<file path="src/rtl/uart_rx_fifo.sv">
// Receive-side FIFO behind a UART receiver: edge-detected frame capture,
// registered host reads, overrun flag and saturating parity/framing error counters.
module uart_rx_fifo #(
    parameter int data_wd   = 8,
    parameter int depth     = 16,
    parameter int afull_lvl = 12
) (
    input  logic                         clk,
    input  logic                         rst,
    input  logic                         rx_done,
    input  logic [data_wd-1:0]           rx_dout,
    input  logic                         parity_error_flag,
    input  logic                         framing_error_flag,
    input  logic                         rd_en,
    input  logic                         clr_status,
    output logic [data_wd-1:0]           rd_data,
    output logic                         rd_valid,
    output logic                         empty,
    output logic                         full,
    output logic                         almost_full,
    output logic [$clog2(depth+1)-1:0]   count,
    output logic                         overrun,
    output logic [7:0]                   parity_err_cnt,
    output logic [7:0]                   framing_err_cnt
);

    localparam int aw = $clog2(depth);
    localparam int cw = $clog2(depth + 1);

    logic [data_wd-1:0] mem [depth];
    logic [aw-1:0]      wptr;
    logic [aw-1:0]      rptr;
    logic               rx_done_q;
    logic               parity_q;
    logic               framing_q;

    logic wr_ev;
    logic parity_ev;
    logic framing_ev;
    logic rd_ok;
    logic wr_ok;

    always_comb begin
        wr_ev       = rx_done && !rx_done_q;
        parity_ev   = parity_error_flag && !parity_q;
        framing_ev  = framing_error_flag && !framing_q;
        empty       = (count == '0);
        full        = (count == cw'(depth));
        almost_full = (count >= cw'(afull_lvl));
        rd_ok       = rd_en && !empty;
        // A read in the same cycle frees the slot being overwritten, so a full FIFO still accepts.
        wr_ok       = wr_ev && (!full || rd_ok);
    end

    always_ff @(posedge clk) begin
        if (wr_ok) begin
            mem[wptr] <= rx_dout;
        end
    end

    always_ff @(posedge clk) begin
        if (!rst) begin
            rx_done_q <= 1'b0;
            parity_q  <= 1'b0;
            framing_q <= 1'b0;
        end else begin
            rx_done_q <= rx_done;
            parity_q  <= parity_error_flag;
            framing_q <= framing_error_flag;
        end
    end

    always_ff @(posedge clk) begin
        if (!rst) begin
            wptr     <= '0;
            rptr     <= '0;
            count    <= '0;
            rd_data  <= '0;
            rd_valid <= 1'b0;
        end else begin
            rd_valid <= rd_ok;
            if (wr_ok) begin
                wptr <= wptr + aw'(1);
            end
            if (rd_ok) begin
                rd_data <= mem[rptr];
                rptr    <= rptr + aw'(1);
            end
            case ({wr_ok, rd_ok})
                2'b10:   count <= count + cw'(1);
                2'b01:   count <= count - cw'(1);
                default: count <= count;
            endcase
        end
    end

    always_ff @(posedge clk) begin
        if (!rst) begin
            overrun         <= 1'b0;
            parity_err_cnt  <= '0;
            framing_err_cnt <= '0;
        end else if (clr_status) begin
            overrun         <= 1'b0;
            parity_err_cnt  <= '0;
            framing_err_cnt <= '0;
        end else begin
            if (wr_ev && !wr_ok) begin
                overrun <= 1'b1;
            end
            if (parity_ev && (parity_err_cnt != '1)) begin
                parity_err_cnt <= parity_err_cnt + 8'd1;
            end
            if (framing_ev && (framing_err_cnt != '1)) begin
                framing_err_cnt <= framing_err_cnt + 8'd1;
            end
        end
    end

endmodule
</file>
<file path="config.mk">
export PLATFORM = sky130hd
export DESIGN_NAME = uart_rx_fifo
export DESIGN_NICKNAME = d
export VERILOG_FILES = /design/src/rtl/uart_rx_fifo.sv
export SDC_FILE = /design/constraint.sdc
export NUM_CORES = 1
export LEC_CHECK = 0
export ABC_CLOCK_PERIOD_IN_PS = 3700
export CAP_MARGIN = 25
export CORE_MARGIN = 1
export CORE_UTILIZATION = 58
export DETAILED_ROUTE_END_ITERATION = 12
export PLACE_DENSITY = 0.82
export SYNTH_ARGS = -nofsm -noshare
export SYNTH_HDL_FRONTEND = slang
export SYNTH_SLANG_ARGS = --single-unit
</file>
<file path="constraint.sdc">
create_clock -name clk -period 3.7 [get_ports clk]
set_clock_uncertainty 0.15 [all_clocks]
set_input_delay 1.11 -clock clk [delete_from_list [all_inputs] [get_ports clk]]
set_output_delay 1.11 -clock clk [all_outputs]
set_load 0.01 [all_outputs]
</file>
==> flow_summary.json <==
{
  "status": "finished, final reports clean",
  "fin_nets": 557,
  "hp-class": "reg -> reg",
  "start_kind": "register",
  "synth_common_cells": "edfxtp_1 (128), dfxtp_1 (42), nor2_1 (41), mux2i_1 (39)",
  "synth-async-reset-ratio": 0,
  "clkSinkCount": 170,
  "drt_wl_total_um": 14300,
  "slew_violations": 0,
  "dp_worst_setup_slack_ns": 0.344,
  "design.die.area_um2": 12300,
  "r2r_start": "count[3]$_SDFFE_PN0P_",
  "nFillCells": 716,
  "stdcell_area_um2": 8220,
  "slew_headroom": 0.455,
  "whs_ns": 0.376,
  "num_antenna_cells": 0,
  "reg2reg_depth": 10,
  "final_hold_viol_count": 0,
  "min_from": "overrun$_SDFFE_PP0P_",
  "synth_ff_type": "edfxtp_1",
  "clk_pin_slew_ns": 0.06,
  "cts_buffer_depth": 2,
  "die_w_um": 111,
  "worst_skew_pair.late_latency_ns": 0.43,
  "layout.cells.non_filler": 687,
  "max-vdd-ir-drop_mv": 0.457,
  "dr.pass1.iters": 6,
  "grt_max_degree": 51,
  "endpoint_kind": "primary output",
  "grt_pass1_wl_um": 22800,
  "synth.avg_cell_area_um2": 14.8,
  "worst_pin_slew_ns": 0.817,
  "fin_crit_sh": 0.885,
  "hpwl_um": 9030,
  "p_leak_uw": 0.00272,
  "cp.arrival_ns": 2.01,
  "pin_count": 49,
  "hold_end": "overrun$_SDFFE_PP0P_",
  "ys_seq_area_frac": 0.681,
  "syn_inst": 465,
  "dr_total_vias": 4207,
  "worst-path-max-fanout": 6,
  "die_h_um": 111,
  "antenna_found_initial": 0,
  "synth_nets": 491,
  "rsz0062_at_grt": "false",
  "cts_root_buffer": "clkbuf_16",
  "area_growth_pct": 19.5,
  "place_area_um2": 7610,
  "gp_congestion": 0.882,
  "finalWorstSetupSlack_ns": 0.427,
  "core_um2": 11500,
  "htreeDepth": 4,
  "setup_viol": 0,
  "setup_tns_ns": 0,
  "finalCriticalPeriod_ns": 3.27,
  "r2r_setup_slack_ns": 1.00,
  "postRouteAntennaNets": 0,
  "drc": 0,
  "power.density_nw_per_um2": 613,
  "grt-ovfl-total": 0,
  "netlist_area_um2": 6880,
  "multi_input_area_um2": 2070,
  "routed_via_density": 6.12,
  "synth_cell_types": 37,
  "r2r_end": "count[4]$_SDFFE_PN0P_",
  "placed_cells": 655,
  "synth.most_common_cell": "edfxtp_1",
  "yosysTopAreaCell": "edfxtp_1",
  "cts_tree": "done",
  "port_buffers": 48,
  "initial_core_util": 0.600,
  "ys_ff_latch": 170,
  "post_cts_resized": 0,
  "synth.top_cell.area_share": 0.559,
  "fmax_mhz": 306,
  "seqCellArea_um2": 4690,
  "postCtsSetupBuffers": 0,
  "setup.worst_path.start": "count[3]$_SDFFE_PN0P_",
  "track_usage": 0.252,
  "std_cell_rows": 39,
  "drive_gt1_frac": 0.131,
  "hold_buffers": 0,
  "cts_made_buffers": 17,
  "drt-wirelength-per-cell_um": 20.8,
  "synth-edff-count": 128,
  "max_cap_viol_count": 0,
  "cp_data_required_time_ns": 2.44,
  "ys.warnings.count": 0,
  "drt-initial-drc-count": 496,
  "synth_area_leaders": "edfxtp_1 (56%), dfxtp_1 (12%), mux2i_1 (5.7%)",
  "crit_type": "reg -> out",
  "grt_pass1_vias": 4226,
  "hold_path_depth": 2
}
## critical path: stages (launching register included)
cell and delay (ns):
dfxtp_1 0.37, or4_4 0.58, nor2_1 0.10, clkdlybuf4s50_1 0.54
## registers in the layout, summed over array words and instances (netlist names)
name / flops
count: 5
framing_err_cnt: 8
framing_q: 1
mem: 128
overrun: 1
parity_err_cnt: 8
parity_q: 1
rd_data: 8
rd_valid: 1
rptr: 4
rx_done_q: 1
wptr: 4
## per-stage QoR
stage           util  total power, uW
5_1_grt        0.717             5240
2_1_floorplan      -             2850
6_report       0.717             5040
3_5_place_dp   0.664             3250
4_1_cts        0.717             5070
3_3_place_gp   0.664             3220
## layout make-up
cell class              instances  share of cell area
well taps                     143              0.0218
clock buffers                  19              0.0526
multi-input cells             264               0.252
clock inverters                13              0.0215
repair buffers                 70              0.0785
flip-flops and latches        170               0.570
inverters                       8             0.00365
## worst max path at each step
stage               cells past startpoint  slack (ns)                     to
CTS                                     3        0.40                  empty
global placement                        6        0.39    mem[3][2]$_DFFE_PP_
detailed placement                      6        0.34    mem[1][6]$_DFFE_PP_
finish                                  3        0.43                  empty
global route                            3        0.35                  empty
floorplan                              10        0.72  count[4]$_SDFFE_PN0P_
## report_power, final
| group | switching, uW | total, uW | internal [uW] | leakage, uW |
|---|---|---|---|---|
| Clock | 706 | 1830 | 1120 | 0.000292 |
| Sequential | 96.2 | 2250 | 2160 | 0.00150 |
| Combinational | 487 | 963 | 476 | 0.000928 |
| Total | 1290 | 5040 | 3760 | 0.00272 |
## cells by family after synthesis
group	count (synthesis)	share of synthesized area
and+or+nand+nor	120	0.0882
xor gates and xnor gates	19	0.0242
AOI/OAI and AO/OA	58	0.0555
DFF	170	0.681
buffers and inverters	31	0.0176
adders and majority gates	11	0.0211
muxes	56	0.112
## layer usage
metal	GRT usage	vias up	part of all wire
li1	-	1897	-
met3	0.0842	31	0.078
met2	0.398	211	0.49
met4	0.0951	0	0.024
met1	0.325	2068	0.40
met5	0	-	0
## layout by cell type (no fill, tap or decap), types with 8 or more instances in the layout
| cell | instances |
|---|---|
| and2_1 | 12 |
| mux2i_1 | 39 |
| nor2b_1 | 8 |
| xor2_1 | 9 |
| nand2_1 | 16 |
| ha_1 | 10 |
| nor2_1 | 41 |
| edfxtp_1 | 128 |
| o21ai_0 | 11 |
| a22oi_1 | 8 |
| dfxtp_1 | 41 |
| clkbuf_16 | 17 |
| a31oi_1 | 11 |
| inv_1 | 8 |
| clkdlybuf4s50_1 | 48 |
| xnor2_1 | 10 |
| mux4_2 | 16 |
| o22ai_1 | 16 |
| nand4_1 | 10 |
| nand3_1 | 8 |
| buf_4 | 22 |
| nand2b_1 | 10 |
(Power assumes the default switching activity.)
